==> config.mk <==
export PLATFORM = sky130hd
export DESIGN_NAME = multicycle_control
export DESIGN_NICKNAME = d
export VERILOG_FILES = /design/src/rtl/multicycle_control_pkg.sv /design/src/rtl/multicycle_control_opdec.sv /design/src/rtl/multicycle_control.sv
export SDC_FILE = /design/constraint.sdc
export NUM_CORES = 1
export LEC_CHECK = 0
export ABC_CLOCK_PERIOD_IN_PS = 2200
export BUFFER_PORTS_ARGS = -buffer_cell sky130_fd_sc_hd__clkbuf_2
export CAP_MARGIN = 30
export CORE_MARGIN = 2
export CORE_UTILIZATION = 50
export CTS_BUF_LIST = sky130_fd_sc_hd__clkbuf_4 sky130_fd_sc_hd__clkbuf_8
export DETAILED_ROUTE_END_ITERATION = 10
export PLACE_DENSITY = 0.86
export SETUP_SLACK_MARGIN = 0.2
export SLEW_MARGIN = 0
export SYNTH_ARGS = -nofsm -noshare
export SYNTH_HDL_FRONTEND = slang
export SYNTH_SLANG_ARGS = --single-unit
==> constraint.sdc <==
create_clock -name clk -period 2.2 [get_ports clk]
set_clock_uncertainty 0.15 [all_clocks]
set_input_delay 0.44 -clock clk [delete_from_list [all_inputs] [get_ports clk]]
set_output_delay 0.44 -clock clk [all_outputs]
set_load 0.01 [all_outputs]
==> src/rtl/multicycle_control_pkg.sv <==
// -----------------------------------------------------------------------------
// multicycle_control_pkg
// Shared definitions for the multicycle datapath control FSM:
//   - instruction opcodes (instr[31:26])
//   - 4-bit FSM state encodings (also visible on the debug state port)
//   - ALU B-operand and PC-source mux encodings
//   - bit positions of the one-hot decoded opcode class
// -----------------------------------------------------------------------------
package multicycle_control_pkg;

    // Supported opcodes
    localparam logic [5:0] OP_RTYPE = 6'b000000;
    localparam logic [5:0] OP_LW    = 6'b100011;
    localparam logic [5:0] OP_SW    = 6'b101011;
    localparam logic [5:0] OP_BEQ   = 6'b000100;
    localparam logic [5:0] OP_J     = 6'b000010;
    localparam logic [5:0] OP_ANDI  = 6'b001100;

    // FSM states; codes 13-15 are unused and recover to FETCH
    typedef enum logic [3:0] {
        ST_IDLE   = 4'd0,
        ST_FETCH  = 4'd1,
        ST_DECODE = 4'd2,
        ST_MEMADR = 4'd3,
        ST_MEMRD  = 4'd4,
        ST_MEMWB  = 4'd5,
        ST_MEMWR  = 4'd6,
        ST_EXEC   = 4'd7,
        ST_RWB    = 4'd8,
        ST_BRANCH = 4'd9,
        ST_JUMP   = 4'd10,
        ST_ANDIEX = 4'd11,
        ST_ANDIWB = 4'd12
    } state_e;

    // ALU B-operand select
    localparam logic [1:0] ALUB_REG  = 2'b00;
    localparam logic [1:0] ALUB_FOUR = 2'b01;
    localparam logic [1:0] ALUB_IMM  = 2'b10;
    localparam logic [1:0] ALUB_IMM2 = 2'b11;

    // PC source select
    localparam logic [1:0] PCSRC_ALU    = 2'b00;
    localparam logic [1:0] PCSRC_ALUOUT = 2'b01;
    localparam logic [1:0] PCSRC_JUMP   = 2'b10;

    // Bit positions in the one-hot class vector {is_r, is_lw, is_sw, is_beq, is_j, is_andi}
    localparam int CLS_R    = 5;
    localparam int CLS_LW   = 4;
    localparam int CLS_SW   = 3;
    localparam int CLS_BEQ  = 2;
    localparam int CLS_J    = 1;
    localparam int CLS_ANDI = 0;

endpackage

==> src/rtl/multicycle_control_opdec.sv <==
// -----------------------------------------------------------------------------
// mcc_opdec
// Combinational opcode-to-class decoder.
//   opcode_i  [5:0]  instruction opcode
//   class_o   [5:0]  one-hot {is_r, is_lw, is_sw, is_beq, is_j, is_andi}
//   illegal_o        1 when the opcode is not one of the supported ones
// -----------------------------------------------------------------------------
module mcc_opdec
    import multicycle_control_pkg::*;
(
    input  logic [5:0] opcode_i,
    output logic [5:0] class_o,
    output logic       illegal_o
);

    // Opcode lookup; unknown opcodes leave the class vector empty
    always_comb begin
        class_o   = 6'b000000;
        illegal_o = 1'b0;
        case (opcode_i)
            OP_RTYPE: class_o[CLS_R]    = 1'b1;
            OP_LW:    class_o[CLS_LW]   = 1'b1;
            OP_SW:    class_o[CLS_SW]   = 1'b1;
            OP_BEQ:   class_o[CLS_BEQ]  = 1'b1;
            OP_J:     class_o[CLS_J]    = 1'b1;
            OP_ANDI:  class_o[CLS_ANDI] = 1'b1;
            default:  illegal_o         = 1'b1;
        endcase
    end

endmodule

==> src/rtl/multicycle_control.sv <==
// -----------------------------------------------------------------------------
// multicycle_control
// Main control FSM of the multicycle datapath. Decodes the opcode in DECODE,
// sequences each instruction through 3-5 states and drives the datapath
// enables/muxes plus the ALU-control inputs (aluop1, aluop0, andisignal).
// Also counts retired instructions and flags illegal opcodes.
//   clk, rst_n          clock (rising edge), async active-low reset
//   opcode, zero        instr[31:26] (used in DECODE only), ALU zero flag
//   pcen ... andisignal Moore datapath controls (pcen also gated by zero)
//   instr_done          pulse in the last state of every instruction
//   illegal_op          pulse in DECODE for an unsupported opcode
//   retired [CNT_W]     wrapping count of completed instructions
//   state   [4]         current FSM state (debug)
// -----------------------------------------------------------------------------
module multicycle_control
    import multicycle_control_pkg::*;
#(
    parameter int CNT_W = 16
)(
    input  logic             clk,
    input  logic             rst_n,
    input  logic [5:0]       opcode,
    input  logic             zero,
    output logic             pcen,
    output logic             iord,
    output logic             memread,
    output logic             memwrite,
    output logic             irwrite,
    output logic             memtoreg,
    output logic             regdst,
    output logic             regwrite,
    output logic             alusrca,
    output logic [1:0]       alusrcb,
    output logic [1:0]       pcsource,
    output logic             aluop1,
    output logic             aluop0,
    output logic             andisignal,
    output logic             instr_done,
    output logic             illegal_op,
    output logic [CNT_W-1:0] retired,
    output logic [3:0]       state
);

    state_e             state_q, state_d;
    logic               is_lw_q, is_lw_d;   // LW vs SW, latched in DECODE
    logic [CNT_W-1:0]   retired_q, retired_d;
    logic [5:0]         dec_class;
    logic               dec_illegal;
    logic               pcwrite;

    mcc_opdec u_opdec (
        .opcode_i  (opcode),
        .class_o   (dec_class),
        .illegal_o (dec_illegal)
    );

    // State, latched memory-op kind and retired counter registers
    always_ff @(posedge clk or negedge rst_n) begin
        if (!rst_n) begin
            state_q   <= ST_IDLE;
            is_lw_q   <= 1'b0;
            retired_q <= {CNT_W{1'b0}};
        end else begin
            state_q   <= state_d;
            is_lw_q   <= is_lw_d;
            retired_q <= retired_d;
        end
    end

    // Next-state logic; the opcode is only looked at in DECODE
    always_comb begin
        state_d = state_q;
        is_lw_d = is_lw_q;
        case (state_q)
            ST_IDLE:   state_d = ST_FETCH;
            ST_FETCH:  state_d = ST_DECODE;
            ST_DECODE: begin
                is_lw_d = dec_class[CLS_LW];
                if (dec_class[CLS_LW] || dec_class[CLS_SW]) begin
                    state_d = ST_MEMADR;
                end else if (dec_class[CLS_R]) begin
                    state_d = ST_EXEC;
                end else if (dec_class[CLS_BEQ]) begin
                    state_d = ST_BRANCH;
                end else if (dec_class[CLS_J]) begin
                    state_d = ST_JUMP;
                end else if (dec_class[CLS_ANDI]) begin
                    state_d = ST_ANDIEX;
                end else begin
                    state_d = ST_FETCH;
                end
            end
            ST_MEMADR: begin
                if (is_lw_q) begin
                    state_d = ST_MEMRD;
                end else begin
                    state_d = ST_MEMWR;
                end
            end
            ST_MEMRD:  state_d = ST_MEMWB;
            ST_MEMWB:  state_d = ST_FETCH;
            ST_MEMWR:  state_d = ST_FETCH;
            ST_EXEC:   state_d = ST_RWB;
            ST_RWB:    state_d = ST_FETCH;
            ST_BRANCH: state_d = ST_FETCH;
            ST_JUMP:   state_d = ST_FETCH;
            ST_ANDIEX: state_d = ST_ANDIWB;
            ST_ANDIWB: state_d = ST_FETCH;
            default:   state_d = ST_FETCH;
        endcase
    end

    // Moore outputs decoded from the current state
    always_comb begin
        pcwrite    = 1'b0;
        iord       = 1'b0;
        memread    = 1'b0;
        memwrite   = 1'b0;
        irwrite    = 1'b0;
        memtoreg   = 1'b0;
        regdst     = 1'b0;
        regwrite   = 1'b0;
        alusrca    = 1'b0;
        alusrcb    = ALUB_REG;
        pcsource   = PCSRC_ALU;
        aluop1     = 1'b0;
        aluop0     = 1'b0;
        andisignal = 1'b0;
        instr_done = 1'b0;
        case (state_q)
            ST_FETCH: begin
                memread = 1'b1;
                irwrite = 1'b1;
                alusrcb = ALUB_FOUR;
                pcwrite = 1'b1;
            end
            ST_DECODE: alusrcb = ALUB_IMM2;
            ST_MEMADR: begin
                alusrca = 1'b1;
                alusrcb = ALUB_IMM;
            end
            ST_MEMRD: begin
                memread = 1'b1;
                iord    = 1'b1;
            end
            ST_MEMWB: begin
                regwrite   = 1'b1;
                memtoreg   = 1'b1;
                instr_done = 1'b1;
            end
            ST_MEMWR: begin
                memwrite   = 1'b1;
                iord       = 1'b1;
                instr_done = 1'b1;
            end
            ST_EXEC: begin
                alusrca = 1'b1;
                aluop1  = 1'b1;
            end
            ST_RWB: begin
                regdst     = 1'b1;
                regwrite   = 1'b1;
                instr_done = 1'b1;
            end
            ST_BRANCH: begin
                alusrca    = 1'b1;
                aluop0     = 1'b1;
                pcsource   = PCSRC_ALUOUT;
                instr_done = 1'b1;
            end
            ST_JUMP: begin
                pcwrite    = 1'b1;
                pcsource   = PCSRC_JUMP;
                instr_done = 1'b1;
            end
            ST_ANDIEX: begin
                alusrca    = 1'b1;
                alusrcb    = ALUB_IMM;
                andisignal = 1'b1;
            end
            ST_ANDIWB: begin
                regwrite   = 1'b1;
                instr_done = 1'b1;
            end
            default: pcwrite = 1'b0;
        endcase
    end

    // Retire count advances on the edge that leaves a final state
    always_comb begin
        if (instr_done) begin
            retired_d = retired_q + {{(CNT_W-1){1'b0}}, 1'b1};
        end else begin
            retired_d = retired_q;
        end
    end

    // Branch takes the PC only when the ALU reports equality
    assign pcen       = pcwrite | ((state_q == ST_BRANCH) & zero);
    assign illegal_op = (state_q == ST_DECODE) & dec_illegal;
    assign retired    = retired_q;
    assign state      = state_q;

endmodule
==> flow_metrics.py, run 1 <==
metrics = {
    "drt": {
        "via_count": 1338,
        "drt-total-wl_um": 3680,
        "drc_errors": 0,
        "wl_per_cell_um": 15.7,
        "ant_nets": 0,
        "drt_iter0_markers": 32,
        "dr.pass1.iters": 4,
        "viasPerCell": 5.72,
    },
    "floorplan": {
        "rows": 18,
        "fp.dieW_um": 54.1,
        "start_util": 0.516,
        "io_pins": 47,
        "dieArea_um2": 2930,
        "core_um2": 2430,
        "die_y_um": 54.1,
    },
    "finish": {
        "final_cells": 234,
        "regArea_um2": 531,
        "final_nets": 215,
        "diodes": 0,
        "fillers": 159,
        "layout-drive-gt1-share": 0.461,
        "syn_to_final_growth_pct": 41.5,
        "multi_input_area_um2": 747,
    },
    "setup_path": {
        "worstSetupPathType": "flop to flop",
        "crit_required_ps": 2260,
        "start_kind": "flop",
        "worst_setup_path_end_kind": "flop",
        "crit_fanout": 7,
        "critPathArrivalTime_ps": 2120,
    },
    "timing": {
        "max_freq_mhz": 486,
        "period_needed_ps": 2060,
        "fin_crit_sh": 0.935,
        "setup_viol": 0,
        "hold_viol": 0,
        "max-slew-margin-rel": 0.644,
        "tns_ps": 0,
        "worst_slack_ps": 143,
        "worst_pin_slew_ps": 534,
        "rsz0062_at_grt": "yes",
        "slew_viol_final": 0,
        "whs_ps": 199,
    },
    "global_route": {
        "antenna_found_initial": 0,
        "grt_pass1_wl_um": 5180,
        "first_global_vias": 1148,
        "overflow": 0,
        "grt_max_degree": 22,
        "grt_use_total": 0.240,
    },
    "pwr": {
        "leakagePower_uw": 0.000907,
        "peakVddDrop_v": 0.000782,
        "p_per_area_nw_per_um2": 1270,
    },
    "synthesis": {
        "yosys_warnings": 0,
        "async_flop_share": 1.00,
        "ys_seq_area_frac": 0.419,
        "synth_edf_count": 0,
        "synthesis.area_um2": 1250,
        "ys_types": 38,
        "syn-num-nets": 151,
        "synth_flop_cell": "dfrtp_1",
        "syn_inst": 141,
        "synth.avg_cell_area_um2": 8.90,
        "ys_seq_elements": 21,
    },
    "clock_tree": {
        "cts_tree": "done",
        "clk_pin_slew_ps": 130,
        "clock_path_buffers": 2,
        "clkLatencyLatePin_ps": 310,
        "clock_sinks": 21,
        "h-tree-depth": 1,
        "clockRootBuffer": "clkbuf_4",
        "numCtsBuffers": 3,
    },
    "place": {
        "dp_cells": 213,
        "place.port_buffers": 46,
        "gp_congestion": 0.826,
        "post-dp-hpwl_um": 2260,
        "dpl_worst_slack_ps": 284,
    },
    "hold_path": {
        "min_path_type": "input port to flop",
    },
    "flow_run": {
        "maxCapViolCount": 0,
    },
    "outcome": {
        "status": "completed",
    },
}
## cells in the mapped netlist (2+ instances only)
| cell | number | area, um^2 |
|---|---|---|
| nor4_1 | 2 | 12.5 |
| xnor2_1 | 6 | 52.6 |
| nand3_1 | 5 | 25.0 |
| nand2b_1 | 5 | 31.3 |
| o21ai_0 | 2 | 10.0 |
| a21oi_1 | 5 | 25.0 |
| xor2_1 | 9 | 78.8 |
| nand2_1 | 16 | 60.1 |
| o21a_1 | 2 | 15.0 |
| nand4b_1 | 2 | 17.5 |
| buf_2 | 3 | 15.0 |
| and3_1 | 2 | 12.5 |
| nand4_1 | 5 | 31.3 |
| nor2_1 | 14 | 52.6 |
| nor3_1 | 12 | 60.1 |
| buf_4 | 2 | 15.0 |
| dfrtp_1 | 21 | 526 |
| a21boi_0 | 2 | 15.0 |
| inv_1 | 6 | 22.5 |
| clkbuf_1 | 2 | 7.51 |
## placed cells by master, fill, tap and decap left out, types with 5 or more instances in the layout
cell type,synthesis,layout
nand3_1,5,5
xor2_1,9,9
xnor2_1,6,5
nor2_1,14,11
nand2_1,16,15
clkbuf_2,0,41
buf_4,2,17
nand4_1,5,5
dfrtp_1,21,17
nor3_1,12,11
## area by class of cell
class | count | share of cell area
repair buffers | 67 | 0.230
inverters | 6 | 0.0127
multi-input cells | 106 | 0.421
clock inverters | 1 | 0.00423
clock buffers | 3 | 0.0127
flip-flops and latches | 21 | 0.299
well taps | 30 | 0.0211
## metal layers
metal  vias to the layer above  routed length, um  global-route usage
li1                        624                  -                   -
met1                       645               1490               0.282
met2                        57               1960               0.435
met3                        12                146              0.0306
met4                         0                 80               0.104
met5                         -                  0                   0
## power by group
part / switching, uW / leakage [uW] / internal, uW
registers: 143 / 0.000275 / 473
clock network: 131 / 0.0000139 / 69.3
logic: 775 / 0.000617 / 666
## kinds of logic after synthesis
family / share of synthesized area
and+or+nand+nor: 0.275
AOI/OAI and AO/OA: 0.122
DFF: 0.419
xor gates and xnor gates: 0.118
buffers and inverters: 0.0568
adders and majority gates: 0.00997
## critical path, stage by stage (launching register included)
cell	delay [ps]
dfrtp_2	500
buf_4	180
a21oi_4	150
o221ai_4	140
buf_4	170
or4_4	530
xnor2_2	140
## final timing paths
path                                               from                      end  slack (ps)  cells past startpoint
worst min-delay path                          opcode[4]      is_lw_q$_DFFE_PN0P_         200                      2
worst max-delay path                 state[2]$_DFF_PN0_   retired[8]$_DFFE_PN0P_         140                      6
worst max register to register       state[2]$_DFF_PN0_   retired[8]$_DFFE_PN0P_         140                      6
max in group asynchronous                         rst_n       state[1]$_DFF_PN0_        1050                      2
min in group asynchronous                         rst_n   retired[7]$_DFFE_PN0P_         470                      2
worst min register to register  retired[15]$_DFFE_PN0P_  retired[15]$_DFFE_PN0P_         340                      1
## through the flow
stage / utilization / power, uW / instance area [um^2]
6_report: 0.730 / 2260 / 1780
5_1_grt: 0.730 / 2370 / 1780
3_5_place_dp: 0.618 / 1550 / 1500
2_1_floorplan: - / 1210 / 1250
4_1_cts: 0.685 / 1970 / 1670
3_3_place_gp: 0.618 / 1510 / 1500
## flip-flops by register name (all words and copies together) (netlist names)
name / flops
retired: 16
state: 4
is_lw_q: 1
## what timing repair did
| action | CTS | global route |
|---|---|---|
| hold buffers | 1 | 0 |
| pin swaps | 1 | 7 |
| resized for setup | 13 | 26 |
| setup buffers | 11 | 5 |
| endpoints found under the setup margin | 14 | 15 |
| hold endpoints to repair | 21 | 0 |
(Power assumes the default switching activity.)
==> inputs of run 2 (changes only) <==
CORE_UTILIZATION = 48   (was 50)
CTS_BUF_LIST = not set   (was sky130_fd_sc_hd__clkbuf_4 sky130_fd_sc_hd__clkbuf_8)
PLACE_DENSITY = 0.83   (was 0.86)
==> flow_metrics.py, run 2 (same netlist as run 1, synthesis figures left out) <==
metrics = {
    "floorplan": {
        "die_y_um": 55.1,
        "start_util": 0.507,
        "core_um2": 2480,
        "rows": 18,
        "fp.dieW_um": 55.1,
        "io_pins": 47,
        "dieArea_um2": 3040,
    },
    "pwr": {
        "power.total_uw": 2040,
        "p_per_area_nw_per_um2": 1210,
        "peakVddDrop_v": 0.000804,
        "leakagePower_uw": 0.000870,
    },
    "finish": {
        "layout-drive-gt1-share": 0.430,
        "syn_to_final_growth_pct": 34.1,
        "final_common_cell": "clkbuf_2",
        "final_cell_mix": "41 x clkbuf_2, 17 x dfrtp_1, 15 x nand2_1, 14 x buf_4, 11 x nor2_1",
        "largest_reg_flops": 16,
        "diodes": 0,
        "final_nets": 211,
    },
    "timing": {
        "fin_crit_sh": 0.919,
        "max-slew-margin-rel": 0.657,
        "tns_ps": 0,
        "worst_pin_slew_ps": 515,
        "slew_viol_final": 0,
        "period_needed_ps": 2020,
        "hold_viol": 0,
        "rsz0062_at_grt": "yes",
        "setup_viol": 0,
        "max_freq_mhz": 494,
    },
    "clock_tree": {
        "h-tree-depth": 1,
        "cts_tree": "done",
        "clkLatencyLatePin_ps": 310,
        "clock_sinks": 21,
        "clock_path_buffers": 2,
        "numCtsBuffers": 3,
        "clockRootBuffer": "clkbuf_4",
        "clk_pin_slew_ps": 120,
    },
    "place": {
        "post-dp-hpwl_um": 2170,
        "place.port_buffers": 46,
        "gp_congestion": 0.764,
    },
    "global_route": {
        "grt_max_degree": 22,
        "antenna_found_initial": 0,
        "busiest_layer": "met2",
        "grt_pass1_wl_um": 4660,
        "grt_util_met3": 0.0242,
        "use_met2": 0.359,
        "grt_use_total": 0.215,
        "gr-usage-met1": 0.284,
        "first_global_vias": 1062,
        "overflow": 0,
    },
    "hold_path": {
        "min_path_type": "input port to flop",
    },
    "setup_path": {
        "worst_setup_path_end_kind": "primary output",
        "worstSetupPathType": "flop to primary output",
        "critPathArrivalTime_ps": 1430,
        "crit_required_ps": 1610,
        "start_kind": "flop",
        "crit_fanout": 7,
    },
    "drt": {
        "drt-total-wl_um": 3360,
        "viasPerCell": 5.50,
        "dr.pass1.iters": 4,
        "drt_iter0_markers": 40,
        "ant_nets": 0,
        "wl_per_cell_um": 14.6,
        "drc_errors": 0,
        "via_count": 1264,
    },
    "outcome": {
        "status": "completed",
    },
    "flow_run": {
        "maxCapViolCount": 0,
    },
}
-- run 2: cell count changes in the layout (fill, tap and decap cells not counted), sizes merged --
cell,before,now
buf,25,21
clkinv,0,1
clkinvlp,1,0
-- run 2: power by group --
group          total [uW]  internal (uW)  switching (uW)
Combinational        1250            555             690
Sequential            601            473             128
Clock                 190           67.9             122
Total                2040           1100             940
-- run 2: through the flow --
step / instances / worst slack, ps / utilization / cell area (um^2) / hold slack, ps
after floorplan: 141 / 267 / - / 1250 / -5.59
after global placement: 212 / 361 / 0.604 / 1500 / 280
after detailed placement: 212 / 329 / 0.604 / 1500 / 285
after CTS: 224 / 174 / 0.647 / 1600 / 206
after global routing: 230 / 108 / 0.679 / 1680 / 211
final: 230 / 177 / 0.679 / 1680 / 207
-- run 2: final timing paths --
path / from / end / slack, ps / cells past startpoint
max in group asynchronous: rst_n / state[0]$_DFF_PN0_ / 1060 / 2
worst max-delay path: state[0]$_DFF_PN0_ / regdst / 180 / 4
min in group asynchronous: rst_n / retired[9]$_DFFE_PN0P_ / 460 / 2
worst min register to register: retired[15]$_DFFE_PN0P_ / retired[15]$_DFFE_PN0P_ / 340 / 1
worst max register to register: state[2]$_DFF_PN0_ / retired[8]$_DFFE_PN0P_ / 270 / 6
worst min-delay path: opcode[4] / is_lw_q$_DFFE_PN0P_ / 210 / 2
-- run 2: layer usage --
metal | share of wire | wire length (um)
met1 | 0.42 | 1410
met2 | 0.52 | 1750
met3 | 0.042 | 141
met4 | 0.020 | 67
met5 | 0 | 0
-- run 2: layout make-up --
cell class / instances / area, um^2
inverter: 6 / 22.5
clock inverter: 1 / 5.00
sequential: 21 / 531
timing repair buffer: 63 / 368
multi-input combinational: 106 / 697
fill: 178 / 795
tap: 30 / 37.5
clock buffer: 3 / 22.5
-- run 2: what timing repair did --
action	4_1_cts	5_1_grt
gates resized for setup	8	20
pin swaps	1	3
hold endpoints to repair	21	0
setup buffers	7	6
hold buffers	1	0
setup endpoints to repair	15	11
-- run 2: worst max-delay path, stage by stage (launching register included) --
cell and delay [ps]:
dfrtp_2 480, buf_4 160, buf_4 150, nor3_2 180
buf_2 160
